$ cat src/rtl/alu_sequencer.sv
// Multi-cycle sequencer driving an 8-bit ALU over a START/BUSY/DONE handshake.
// Loops the ALU for MUL (repeated add) and SHRN (repeated shift).
module alu_sequencer (
    input  logic       CLK,
    input  logic       RST,
    input  logic       START,
    input  logic [2:0] OPCODE,
    input  logic [7:0] OPA,
    input  logic [7:0] OPB,
    output logic       BUSY,
    output logic       DONE,
    output logic [7:0] RESULT,
    output logic       ALU_ADD,
    output logic       ALU_SUB,
    output logic       ALU_SHIFT,
    output logic       ALU_OR,
    output logic       ALU_AND,
    output logic       ALU_SETFLAGS,
    output logic [7:0] ALU_ACC,
    output logic [7:0] ALU_REG,
    input  logic [7:0] ALU_RESULT
);
    localparam logic [1:0] S_IDLE  = 2'd0;
    localparam logic [1:0] S_ISSUE = 2'd1;
    localparam logic [1:0] S_WAIT  = 2'd2;

    localparam logic [2:0] OP_ADD  = 3'b000;
    localparam logic [2:0] OP_SUB  = 3'b001;
    localparam logic [2:0] OP_SHR1 = 3'b010;
    localparam logic [2:0] OP_OR   = 3'b011;
    localparam logic [2:0] OP_AND  = 3'b100;
    localparam logic [2:0] OP_CMP  = 3'b101;
    localparam logic [2:0] OP_MUL  = 3'b110;
    localparam logic [2:0] OP_SHRN = 3'b111;

    logic [1:0] state;
    logic [2:0] op;
    logic [7:0] opa_q;
    logic [7:0] accum;
    logic [7:0] k;

    logic       entering;
    logic [2:0] entry_op;
    logic [7:0] entry_k;
    logic [7:0] entry_acc;
    logic [7:0] entry_reg;
    logic [4:0] strobe_next;

    assign BUSY = (state == S_ISSUE) || (state == S_WAIT);

    // Operands and strobes are registered on the edge that enters ISSUE.
    always_comb begin
        entering  = 1'b0;
        entry_op  = op;
        entry_k   = k - 8'd1;
        entry_acc = ALU_ACC;
        entry_reg = ALU_RESULT;
        case (state)
            S_IDLE: begin
                entering  = START;
                entry_op  = OPCODE;
                entry_k   = 8'd1;
                entry_acc = OPA;
                entry_reg = OPB;
                case (OPCODE)
                    OP_SUB, OP_CMP: begin
                        entry_acc = OPB;
                        entry_reg = OPA;
                    end
                    OP_SHR1: begin
                        entry_acc = 8'd0;
                        entry_reg = OPA;
                    end
                    OP_MUL: begin
                        entry_k   = OPB;
                        entry_reg = 8'd0;
                    end
                    OP_SHRN: begin
                        entry_k   = {5'd0, OPB[2:0]};
                        entry_acc = 8'd0;
                        entry_reg = OPA;
                    end
                    default: ;
                endcase
            end
            S_WAIT:  entering = (k != 8'd1);
            default: entering = 1'b0;
        endcase
    end

    always_comb begin
        strobe_next = 5'd0;
        if (entry_k != 8'd0) begin
            case (entry_op)
                OP_ADD, OP_MUL:   strobe_next = 5'b00001;
                OP_SUB, OP_CMP:   strobe_next = 5'b00010;
                OP_SHR1, OP_SHRN: strobe_next = 5'b00100;
                OP_OR:            strobe_next = 5'b01000;
                default:          strobe_next = 5'b10000;
            endcase
        end
    end

    always_ff @(posedge CLK) begin
        if (RST) begin
            state        <= S_IDLE;
            op           <= OP_ADD;
            opa_q        <= 8'd0;
            accum        <= 8'd0;
            k            <= 8'd0;
            DONE         <= 1'b0;
            RESULT       <= 8'd0;
            ALU_ADD      <= 1'b0;
            ALU_SUB      <= 1'b0;
            ALU_SHIFT    <= 1'b0;
            ALU_OR       <= 1'b0;
            ALU_AND      <= 1'b0;
            ALU_SETFLAGS <= 1'b0;
            ALU_ACC      <= 8'd0;
            ALU_REG      <= 8'd0;
        end else begin
            DONE <= 1'b0;
            if (entering) begin
                {ALU_AND, ALU_OR, ALU_SHIFT, ALU_SUB, ALU_ADD} <= strobe_next;
                ALU_SETFLAGS <= (entry_k == 8'd1);
                ALU_ACC      <= entry_acc;
                ALU_REG      <= entry_reg;
            end else begin
                {ALU_AND, ALU_OR, ALU_SHIFT, ALU_SUB, ALU_ADD} <= 5'd0;
                ALU_SETFLAGS <= 1'b0;
            end
            case (state)
                S_IDLE: begin
                    if (START) begin
                        op    <= OPCODE;
                        opa_q <= OPA;
                        accum <= (OPCODE == OP_MUL) ? 8'd0 : OPA;
                        k     <= entry_k;
                        state <= S_ISSUE;
                    end
                end
                S_ISSUE: begin
                    if (k == 8'd0) begin
                        RESULT <= accum;
                        DONE   <= 1'b1;
                        state  <= S_IDLE;
                    end else begin
                        state <= S_WAIT;
                    end
                end
                S_WAIT: begin
                    accum <= ALU_RESULT;
                    k     <= k - 8'd1;
                    if (k == 8'd1) begin
                        // CMP only updates flags; it reports its first operand.
                        RESULT <= (op == OP_CMP) ? opa_q : ALU_RESULT;
                        DONE   <= 1'b1;
                        state  <= S_IDLE;
                    end else begin
                        state <= S_ISSUE;
                    end
                end
                default: state <= S_IDLE;
            endcase
        end
    end
endmodule

$ cat config.mk
export PLATFORM = sky130hd
export DESIGN_NAME = alu_sequencer
export DESIGN_NICKNAME = d
export VERILOG_FILES = /design/src/rtl/alu_sequencer.sv
export SDC_FILE = /design/constraint.sdc
export NUM_CORES = 1
export LEC_CHECK = 0
export BUFFER_PORTS_ARGS = -buffer_cell sky130_fd_sc_hd__clkbuf_2
export CORE_ASPECT_RATIO = 0.7
export CORE_MARGIN = 8
export CORE_UTILIZATION = 45
export CTS_BUF_LIST = sky130_fd_sc_hd__clkbuf_4 sky130_fd_sc_hd__clkbuf_8
export DETAILED_ROUTE_END_ITERATION = 8
export HOLD_SLACK_MARGIN = 0.05
export PLACE_DENSITY = 0.68
export SYNTH_ARGS = -nofsm -noshare
export SYNTH_HDL_FRONTEND = slang
export SYNTH_SLANG_ARGS = --single-unit
$ cat constraint.sdc
create_clock -name CLK -period 3.7 [get_ports CLK]
set_clock_uncertainty 0.05 [all_clocks]
set_input_delay 0 -clock CLK [delete_from_list [all_inputs] [get_ports CLK]]
set_output_delay 0 -clock CLK [all_outputs]
set_load 0.03 [all_outputs]
== After elaboration in Yosys (flattened, before gate mapping) ==
Index checks and enable logic that the tools add are counted.
Cells by class
  $add $sub $neg: 1
  equal/unequal tests: 20
  muxes and demuxes: 24
  bitwise logic cells: 2
  reduce and logical (&&, ||, !) cells: 19
Operators with widths (number)
  case mux 8 bit (2 select lines): 6
  2-to-1 mux 8 bit: 8
  == test 3 bit, second input constant: 7
  case mux 5 bit (4 select lines): 1
  == test 8 x 1 -> 1 bit, second input constant: 2
  OR reduction 2 bit: 6
  == test 3 x 2 -> 1 bit, second input constant: 3
  zero test 8 bit: 1
  inequality test 8 x 1 -> 1 bit, second input constant: 1
  nonzero test 8 bit: 1
  subtractor 8 x 1 -> 8 bit, second input constant: 1
  == test 3 x 1 -> 1 bit, second input constant: 2
  case mux 2 bit (3 select lines): 1
  AND reduction 2 bit: 3
  2-to-1 mux 2 bit: 2
  inequality test 2 x 1 -> 1 bit, second input constant: 2
  case mux 1 bit (2 select lines): 2
  nonzero test 2 bit: 2
  OR reduction 4 bit: 1
  zero test 3 bit: 1
  2-to-1 mux 1 bit: 3
  2-to-1 mux 3 bit: 1
  AND reduction 3 bit: 1
  OR reduction 3 bit: 1
  other kinds (6): 7
Word-level totals
  register bits after elaboration: 60
  bits of input ports: 30
  output and inout bits: 32

== Depth between registers and ports, before layout ==
Gate-level depths: netlist of the first run.
  word-level depth: 6
  mapped depth: 8
  mapped depth without buffers: 7

== Least setup slack after synthesis of the first run ==
OpenSTA, ideal clock, no wires.
  path kind: register to register
  start point: reg k[0]
  end point: reg RESULT[1]
  library setup time: 128 ps
  arrival: 1774 ps
  path slack: 1749 ps
  cell stages (with the launch flop): 9
  buffers on the path: 1
  clock period less this slack: 1951 ps
  path through: dfxtp_1 -> inv_1 -> ha_1 -> nor3b_1 -> a21bo_1 -> and3_1 -> buf_6 -> mux2i_1 -> nor2_1
Between the ends
  word-level cells in the longest chain between the ends: 3
  elaborated cells between the ends (all ways): 5
  those cells by class: eq/ne (3); reduce/logical (2)
Ends and longest elaborated chain
  start: declaration: line 40  | logic [7:0] k;
  start signal: assignment: line 138  | k <= entry_k;
  start signal: assignment: line 153  | k <= k - 8'd1;
  == test 8 x 1 -> 1 bit / zero test 8 bit (equally long branches): line 154, 143
  inequality test 2 x 1 -> 1 bit (no source line)
  AND reduction 3 bit (no source line) *
  end signal: assignment: line 144  | RESULT <= accum;
  end signal: assignment: line 156  | RESULT <= (op == OP_CMP) ? opa_q : ALU_RESULT;
  end: declaration: line 12  | output logic [7:0] RESULT,
Every way passes the cells marked *; elsewhere a longest branch is shown, timed or not.
A chain may end at the register's enable or synchronous reset.

== Final worst setup path of the first run ==
  start point: reg state[0]
  end point: reg ALU_REG[4]
Between the ends
  word-level cells in the longest chain between the ends: 2
  elaborated cells between the ends (all ways): 4
  those cells by class: eq/ne (1); mux (2); reduce/logical (1)
Ends and longest elaborated chain
  start: declaration: line 36  | logic [1:0] state;
  start signal: assignment: line 106  | state <= S_IDLE;
  start signal: assignment: line 139  | state <= S_ISSUE;
  start signal: assignment: line 146  | state <= S_IDLE;
  == test 2 bit / zero test 2 bit (equally long branches): line 58  | case (state)
  case mux 1 bit (2 select lines) / 2-to-1 mux 8 bit (equally long branches): line 58
  end signal: assignment: line 127  | ALU_REG <= entry_reg;
  end: declaration: line 20  | output logic [7:0] ALU_REG,
Several ways; a longest one is shown, not always the timed one.

==> results of run 1 <==
[power by group]
part	switching, mW	total (mW)	internal, mW
clock network	0.281	0.698	0.417
logic	0.392	0.619	0.226
registers	0.0564	0.770	0.714
total	0.730	2.09	1.36
[final timing paths]
kind,from,to,slack [ns],depth (start not counted)
worst max-delay path,state[0]$_SDFFE_PP0P_,ALU_REG[4]$_SDFFE_PP0N_,0.88,7
worst max register to register,state[0]$_SDFFE_PP0P_,ALU_REG[4]$_SDFFE_PP0N_,0.88,7
worst min register to register,opa_q[3]$_SDFFE_PP0P_,opa_q[3]$_SDFFE_PP0P_,0.41,2
worst min-delay path,START,state[0]$_SDFFE_PP0P_,0.09,4
[per-stage QoR]
| stage | util [%] | power [mW] | setup slack [ns] | instances | area (µm²) |
|---|---|---|---|---|---|
| global placement | 50.2 | 1.37 | 1.07 | 547 | 3670 |
| finish | 56.3 | 2.09 | 0.878 | 584 | 4120 |
| CTS | 56.3 | 2.10 | 0.894 | 584 | 4120 |
| floorplan | - | 1.24 | 1.75 | 414 | 3420 |
| detailed placement | 50.2 | 1.38 | 0.927 | 547 | 3670 |
| global route | 56.3 | 2.19 | 0.650 | 584 | 4120 |
[cells by family (layout without fill, tap and decap cells)]
| family | Yosys count | in the layout | synth area share (%) |
|---|---|---|---|
| AND/OR/NAND/NOR | 163 | 163 | 23.0 |
| AO/OA/AOI/OAI | 115 | 115 | 24.4 |
| XOR/XNOR | 6 | 6 | 1.54 |
| flip-flops | 60 | 60 | 35.2 |
| adder cells (fa/ha/maj) | 6 | 6 | 2.20 |
| buffers and inverters | 42 | 114 | 7.32 |
| multiplexers | 22 | 22 | 6.44 |
[synth_stat cells, types with 3 or more instances]
cell	instances	area (µm²)
a21oi_1	38	190
buf_6	4	45.0
ha_1	6	75.1
a221oi_1	9	78.8
o2bb2ai_1	5	43.8
a31oi_1	6	37.5
inv_2	3	11.3
and3_1	5	31.3
o211ai_1	4	30.0
nor2_1	59	221
a22oi_1	8	60.1
nor4_1	4	25.0
mux2i_1	22	220
clkbuf_8	3	41.3
nand3_1	3	15.0
a211oi_1	14	105
clkbuf_1	14	52.6
xnor2_1	3	26.3
o21ai_0	7	35.0
xor2_1	3	26.3
nor3_1	12	60.1
o21ai_1	3	15.0
nand2_1	57	214
dfxtp_1	60	1200
buf_2	8	40.0
inv_1	7	26.3
[routing by layer]
layer / vias to the layer above / wire [µm] / GRT usage (%)
met5: - / 0 / 0
met4: 0 / 130 / 4.97
met3: 16 / 913 / 7.63
met2: 153 / 4540 / 29.6
met1: 1593 / 4630 / 25.6
li1: 1627 / - / -
[state kept, by name, summed over array words and instances (netlist names), 2 cells and up]
| signal | cells |
|---|---|
| accum | 8 |
| ALU_ACC | 8 |
| RESULT | 8 |
| ALU_REG | 8 |
| opa_q | 8 |
| op | 3 |
| state | 2 |
| k | 8 |
[area by class of cell]
type                       instances  area share (%)
sequential                        60            29.2
tap                               98            2.98
clock inverter                     5            2.04
clock buffer                      11            3.68
multi-input combinational        312            47.7
inverter                          11            1.00
timing repair buffer              87            13.4
[tightest hold or removal path, stage by stage]
cell and delay [ns]:
clkbuf_2 0.16, a21oi_1 0.15, a21oi_1 0.07, nor2_1 0.07
[timing repair]
item                      CTS  global route
setup buffers               0             0
hold endpoints to repair   36             0
hold buffers               21             0
==> out/results.txt, run 1 <==
Outcome: finished clean
Req. time, crit path: 3.92 ns
Share of layout cells above drive strength 1: 21.2%
Core area: 0.00732 mm²
Slew @ Worst Pin: 1.21 ns
Multi-input logic area: 0.00197 mm²
Fmax: 354 MHz
CP max stage delay: 0.79 ns
Final Hold Slack: 0.0885 ns
P_leak: 1.74 nW
Fin Setup TNS: 0 ns
Nets: 517
CTS Root Cell: clkbuf_8
Diodes inserted: 0
CTS max path bufs: 2
Seq/Total Area, Yosys: 35.2%
Vias: 3,389
# setup viols final: 0
Number of global-route vias before repair: 3,170
Period utilisation layout: 76.3%
Cts repair resizes: 0
Final WL: 10,200 µm
Clk pin slew, worst setup/hold paths: 0.07 ns
TritonCTS Sinks: 60
Post-Syn Area: 0.00342 mm²
Primary FF master, synth: dfxtp_1
Gr ovfl total: 0
Most frequent cells in the layout: clkbuf_2, dfxtp_1, nor2_1
Fin. max-slew vios: 0
Top-level I/O count: 62
Pwr/cell area: 507 mW/mm²
Starting Density: 46.7%
FP Rows: 26
Critical path's top delay family: compound AO/OA/AOI/OAI gates
Synthesized area per cell: 8.25 µm²
Area Growth Syn to Fin: 20.5%
Worst Path Buf+Inv: 1
I/O Buffers: 61
Crit path arrival time: 3.04 ns
Routed len/inst: 17.5 µm
Max IR drop VDD: 0.249 mV
Die height: 88.9 µm
Crit end category: flip-flop
GP Congestion: 0.847
Synth warn: 0
Slowest CP cell: ha_1
Max Fanout on Critical Path: 24
Largest net degree at the start of global routing: 56
Post-synth cell types: 60
Fillers: 670
Commonest non-fill, non-tap cell in the layout: clkbuf_2
Slew HR: 19.3%
Max-cap viol count: 0
Gr usage total: 19.6%
Antenna violations before repair: 0
Critical path start-end classification: flip-flop to flip-flop
Post-Syn Instances: 414
Yosys reg bits: 60
RSZ-0062 raised after global routing: no
Fin. Hold Viols: 0
Post-DRT Antenna Nets: 0
Synth async-reset ratio: 0%
Iter 0 DRT Violations: 402
Mapped Nets: 450
Worst-skew pair later-pin latency: 0.36 ns
Number of CTS-inserted buffers: 9
DIE WIDTH: 120 µm
Register area: 0.00120 mm²
Hold Crit Class: input pin to flip-flop
CTS tree: built
CTS H-Tree Depth: 3
Die area: 0.0107 mm²
Min Clock Period, post-route: 2.82 ns
Detail Placement HPWL: 7140 µm
DR vias/cell: 5.80
Pre-antenna DRT Iters: 5
Setup crit start kind: flip-flop
Number of synthesized flops with an enable pin: 0
CP Cell Sequence: inv_1 > ha_1 > o21ai_0 > a41oi_2 > and2_1 > nand2_1 > a31oi_1
First-pass GRT wire length: 16,700 µm
# DRC: 0
No activity file was read; power rests on OpenSTA's default activity.
==> inputs of run 2 (changes only) <==
Clock period 3.7 ns to 2.8 ns, I/O delays scaled along.
==> out/results.txt, run 2 (synthesized netlist as in run 1, its figures left out) <==
Most frequent cells in the layout: clkbuf_2, dfxtp_1, nor2_1
Fin Setup TNS: 0 ns (unchanged)
Final Hold Slack: 0.0805 ns (-0.00802 ns)
# DRC: 0 (unchanged)
Vias: 3,392 (+0.089%)
Slew HR: 48.4% (+29 points)
Area Growth Syn to Fin: 20.5% (about the same)
Register area: 0.00120 mm² (unchanged)
DIE WIDTH: 120 µm (unchanged)
WHS Path Cells: 3 (-1)
Number of CTS-inserted buffers: 9 (unchanged)
Min Clock Period, post-route: 2.22 ns (-0.598 ns)
Clk pin slew, worst setup/hold paths: 0.07 ns (about the same)
Die area: 0.0107 mm² (unchanged)
Worst R2R End: RESULT[3]$_SDFFE_PP0P_
Post-CTS Setup Bufs: 0 (unchanged)
Iter 0 DRT Violations: 368 (-8.5%)
Diodes inserted: 0 (unchanged)
FP Rows: 26 (unchanged)
CTS Root Cell: clkbuf_8
Multi-input logic area: 0.00197 mm² (unchanged)
Commonest non-fill, non-tap cell in the layout: clkbuf_2
First-pass GRT wire length: 16,500 µm (-1.3%)
Final WL: 10,000 µm (-1.7%)
Hold endpoint: k[6]$_SDFFE_PP0P_
Total chip power: 2.62 mW (+26%)
Share of layout cells above drive strength 1: 22.0% (+0.80 points)
Req. time, crit path: 2.94 ns (-0.98 ns)
Final non-filler cell total: 589 (+0.86%)
Outcome: finished clean
Min-Delay Startpoint: OPB[6]
RSZ-0062 raised after global routing: no
Dpl cells: 552 (+0.91%)
Hold Crit Class: input pin to flip-flop
Nets: 522 (+0.97%)
# setup viols final: 0 (unchanged)
Max IR drop VDD: 0.309 mV (+24%)
Post-DRT Antenna Nets: 0 (unchanged)
Fin. max-slew vios: 0 (unchanged)
TritonCTS Sinks: 60 (unchanged)
R2r setup slk: 0.58 ns (-0.30 ns)
Reg2reg start: k[0]$_SDFFE_PP0P_
Gr ovfl total: 0 (unchanged)
CTS H-Tree Depth: 3 (unchanged)
CTS max path bufs: 2 (unchanged)
Starting Density: 46.7% (unchanged)
Cts repair resizes: 0 (unchanged)
Detail Placement HPWL: 7270 µm (+1.8%)
CTS tree: built
Max-cap viol count: 0 (unchanged)
Setup crit start kind: flip-flop
Routed len/inst: 17.0 µm (-2.5%)
Pre-antenna DRT Iters: 5 (unchanged)
P_leak: 1.75 nW (+0.70%)
Post-cts hold buffer count: 21 (unchanged)
Period utilisation layout: 79.4% (+3.1 points)
Gr usage total: 19.2% (-0.43 points)
Crit path arrival time: 2.36 ns (-0.68 ns)
Top-level I/O count: 62 (unchanged)
Crit end category: flip-flop
Number of global-route vias before repair: 3,255 (+2.7%)
Reg2reg path depth: 8 (+1)
DR vias/cell: 5.76 (-0.76%)
Fin. Hold Viols: 0 (unchanged)
Slew @ Worst Pin: 0.774 ns (-0.436 ns)
Critical path start-end classification: flip-flop to flip-flop
Fillers: 691 (+3.1%)
Fmax: 450 MHz (+27%)
Largest net degree at the start of global routing: 35 (-38%)
GP Congestion: 0.894 (+5.6%)
I/O Buffers: 61 (unchanged)
Pwr/cell area: 637 mW/mm² (+26%)
Max Fanout on Critical Path: 9 (-63%)
Worst-skew pair later-pin latency: 0.33 ns (-0.03 ns)
Core area: 0.00732 mm² (unchanged)
Die height: 88.9 µm (unchanged)
Antenna violations before repair: 0 (unchanged)
## run 2: worst max path at each step
stage | end | depth (start not counted) | slack [ns] | startpoint
2_1_floorplan | RESULT[1]$_SDFFE_PP0P_ | 8 | 0.85 | k[0]$_SDFFE_PP0P_
3_3_place_gp | RESULT[1]$_SDFFE_PP0P_ | 8 | 0.69 | k[0]$_SDFFE_PP0P_
3_5_place_dp | RESULT[5]$_SDFFE_PP0P_ | 8 | 0.63 | k[0]$_SDFFE_PP0P_
4_1_cts | RESULT[0]$_SDFFE_PP0P_ | 8 | 0.61 | k[0]$_SDFFE_PP0P_
5_1_grt | RESULT[7]$_SDFFE_PP0P_ | 8 | 0.35 | k[0]$_SDFFE_PP0P_
6_report | RESULT[3]$_SDFFE_PP0P_ | 8 | 0.58 | k[0]$_SDFFE_PP0P_
## run 2: final cells by class
cell class,count,share of cell area [%]
Sequential cell,60,29.2
Timing Repair Buffer,92,14.3
Clock inverter,6,1.58
Clock buffer,10,3.19
Multi-Input combinational cell,312,47.7
Inverter,11,1.00
Tap cell,98,2.98
## run 2: where the power goes
part	leakage [nW]	internal [mW]	total, mW	switching [mW]
combinational	1.16	0.309	0.830	0.521
sequential	0.492	0.943	1.02	0.0732
clock	0.0996	0.421	0.774	0.354
total	1.75	1.67	2.62	0.948
## run 2: worst max-delay path: stages (launching register included)
cell     delay (ns)
dfxtp_1        0.39
inv_1          0.09
ha_1           0.27
nor3b_1        0.22
buf_4          0.18
a21bo_1        0.13
and3_1         0.45
mux2i_1        0.23
nor2_1         0.06
## run 2: through the flow
stage / worst slack [ns] / instance area (µm²) / utilization, %
floorplan: 0.849 / 3420 / -
global route: 0.350 / 4120 / 56.3
global placement: 0.692 / 3710 / 50.7
detailed placement: 0.627 / 3710 / 50.7
CTS: 0.606 / 4120 / 56.3
finish: 0.577 / 4120 / 56.3
## run 2: routing by layer
metal / global-route usage (%) / share of wire, %
met1: 24.3 / 45
met4: 4.97 / 1.1
met3: 6.31 / 8.2
met2: 30.8 / 45
met5: 0 / 0
==> inputs of run 3 (changes only) <==
Clock period 2.8 ns to 2.2 ns, I/O delays scaled along.
==> out/results.txt, run 3 (synthesized netlist as in run 1, its figures left out) <==
Outcome: finished clean
Vias: 3,394 (+0.059%)
Most frequent cells in the layout: clkbuf_2, dfxtp_1, nor2_1
Reg2reg path depth: 8 (unchanged)
Combinational share of power: 33.5% (+1.8 points)
Commonest non-fill, non-tap cell in the layout: clkbuf_2
Share of layout cells above drive strength 1: 24.5% (+2.5 points)
GR met3 Demand/Resource: 5.55% (-0.76 points)
Iter 0 DRT Violations: 392 (+6.5%)
Antenna violations before repair: 0 (unchanged)
P_sw: 1.23 mW (+30%)
Int Pwr: 2.08 mW (+24%)
Final WL: 10,200 µm (+1.1%)
CTS H-Tree Depth: 3 (unchanged)
Area Growth Syn to Fin: 22.9%
Number of CTS-inserted buffers: 9 (unchanged)
Final setup margin: 0.181 ns (-0.396 ns)
Fin Setup TNS: 0 ns (unchanged)
FP Rows: 26 (unchanged)
Reg2reg start: k[1]$_SDFFE_PP0P_
Pre-antenna DRT Iters: 5 (unchanged)
Switching Fraction: 37.2% (+1.0 points)
Start point of the critical path: k[1]$_SDFFE_PP0P_
Starting Density: 46.7% (unchanged)
Die area: 0.0107 mm² (unchanged)
DR vias/cell: 5.66 (-1.8%)
CTS tree: built
Post-DRT Antenna Nets: 0 (unchanged)
Worst R2R End: ALU_SHIFT$_SDFF_PP0_
Hold Crit Class: input pin to flip-flop
DIE WIDTH: 120 µm (unchanged)
Max IR drop VDD: 0.424 mV (+37%)
I/O Buffers: 61 (unchanged)
Sequential power share: 38.8% (about the same)
Max Fanout on Critical Path: 6 (-3)
CTS Root Cell: clkbuf_8
WHS Path Cells: 4 (+1)
Slew @ Worst Pin: 0.624 ns (-0.150 ns)
Fillers: 698 (+1.0%)
# DRC: 0 (unchanged)
Dpl cells: 563 (+2.0%)
Period utilisation layout: 91.8% (+12 points)
RSZ-0062 raised after global routing: no
Worst-skew pair later-pin latency: 0.34 ns (about the same)
Worst Setup EP: ALU_SHIFT$_SDFF_PP0_
Post-CTS Setup Bufs: 0 (unchanged)
CTS max path bufs: 2 (unchanged)
# setup viols final: 0 (unchanged)
GP Congestion: 0.891 (-0.37%)
Top-level I/O count: 62 (unchanged)
Number of global-route vias before repair: 3,224 (-0.95%)
Met1 Usage GRT: 25.2% (+0.86 points)
Clock share of power: 27.8% (-1.7 points)
Detail Placement HPWL: 7530 µm (+3.6%)
Gr usage total: 19.1% (about the same)
Final non-filler cell total: 600 (+1.9%)
Dpl cell area: 0.00379 mm² (+2.2%)
Fin. Hold Viols: 0 (unchanged)
Critical path start-end classification: flip-flop to flip-flop
Place WS: 0.111 ns (-0.516 ns)
Register area: 0.00120 mm² (+0.10%)
Largest net degree at the start of global routing: 28 (-20%)
Clk pin slew, worst setup/hold paths: 0.08 ns (about the same)
Slew HR: 58.4% (+10 points)
Fmax: 495 MHz (+10%)
Core area: 0.00732 mm² (unchanged)
Pwr/cell area: 789 mW/mm² (+24%)
Setup crit start kind: flip-flop
Crit end category: flip-flop
Die height: 88.9 µm (unchanged)
P_leak: 1.79 nW (+2.5%)
Max-cap viol count: 0 (unchanged)
Met2 usage: 30.3% (-0.56 points)
Diodes inserted: 0 (unchanged)
TritonCTS Sinks: 60 (unchanged)
Top Usage Layer GRT: met2
Routed len/inst: 16.9 µm (-0.73%)
Req. time, crit path: 2.44 ns (-0.50 ns)
R2r setup slk: 0.18 ns (-0.40 ns)
First-pass GRT wire length: 16,400 µm (-0.29%)
Min Clock Period, post-route: 2.02 ns (-0.204 ns)
Final instance area: 0.00420 mm² (+2.0%)
Nets: 533 (+2.1%)
Fin. max-slew vios: 0 (unchanged)
Gr ovfl total: 0 (unchanged)
Multi-input logic area: 0.00198 mm² (+0.57%)
Crit path arrival time: 2.26 ns (-0.10 ns)
==> run 3: through the flow <==
stage                     power, mW  util, %  hold WS [ns]
after floorplan                2.08        -        0.0860
after global placement         2.35     51.8         0.244
after detailed placement       2.37     51.8         0.245
after CTS                      3.31     57.2        0.0614
after global routing           3.49     57.4        0.0792
final                          3.31     57.4        0.0736
==> run 3: final cells by class <==
cell class	instances	area share, %
clock buffers	11	3.46
clock inverters	5	0.894
inverters	11	0.983
multi-input cells	312	47.1
flip-flops and latches	60	28.6
well taps	98	2.92
repair buffers	103	16.0
==> run 3: how the worst min path moves through the flow <==
stage               from                    end  slack, ns
6_report       OPCODE[0]     op[0]$_SDFFE_PP0P_       0.07
4_1_cts        OPCODE[0]     op[0]$_SDFFE_PP0P_       0.06
2_1_floorplan     OPA[0]  opa_q[0]$_SDFFE_PP0P_       0.09
3_3_place_gp      OPA[2]  opa_q[2]$_SDFFE_PP0P_       0.24
5_1_grt           OPB[6]      k[6]$_SDFFE_PP0P_       0.08
3_5_place_dp      OPA[2]  opa_q[2]$_SDFFE_PP0P_       0.25
==> run 3: metal layers <==
layer / vias up / share of wire [%]
li1: 1658 / -
met4: 0 / 0.98
met3: 14 / 8.3
met2: 130 / 45
met1: 1592 / 46
met5: - / 0
==> run 3: power by group through the flow <==
stage / clock network, mW / registers (mW) / logic [mW]
3_3_place_gp: 0 / 1.30 / 1.04
5_1_grt: 0.980 / 1.30 / 1.21
6_report: 0.920 / 1.28 / 1.11
2_1_floorplan: 0 / 1.41 / 0.670
4_1_cts: 0.934 / 1.28 / 1.10
3_5_place_dp: 0 / 1.31 / 1.06
==> run 3: repair_timing <==
action / CTS / global route
resized for setup: 0 / 4
endpoints found under the setup margin: 0 / 19
hold buffers: 21 / 0
hold endpoints to repair: 34 / 0
==> run 3: critical path, stage by stage (launching register included) <==
cell	delay [ns]
dfxtp_2	0.39
inv_1	0.07
ha_1	0.18
nor3b_1	0.15
buf_4	0.17
and3b_1	0.17
o31a_2	0.37
o2111ai_4	0.23
and3_1	0.19
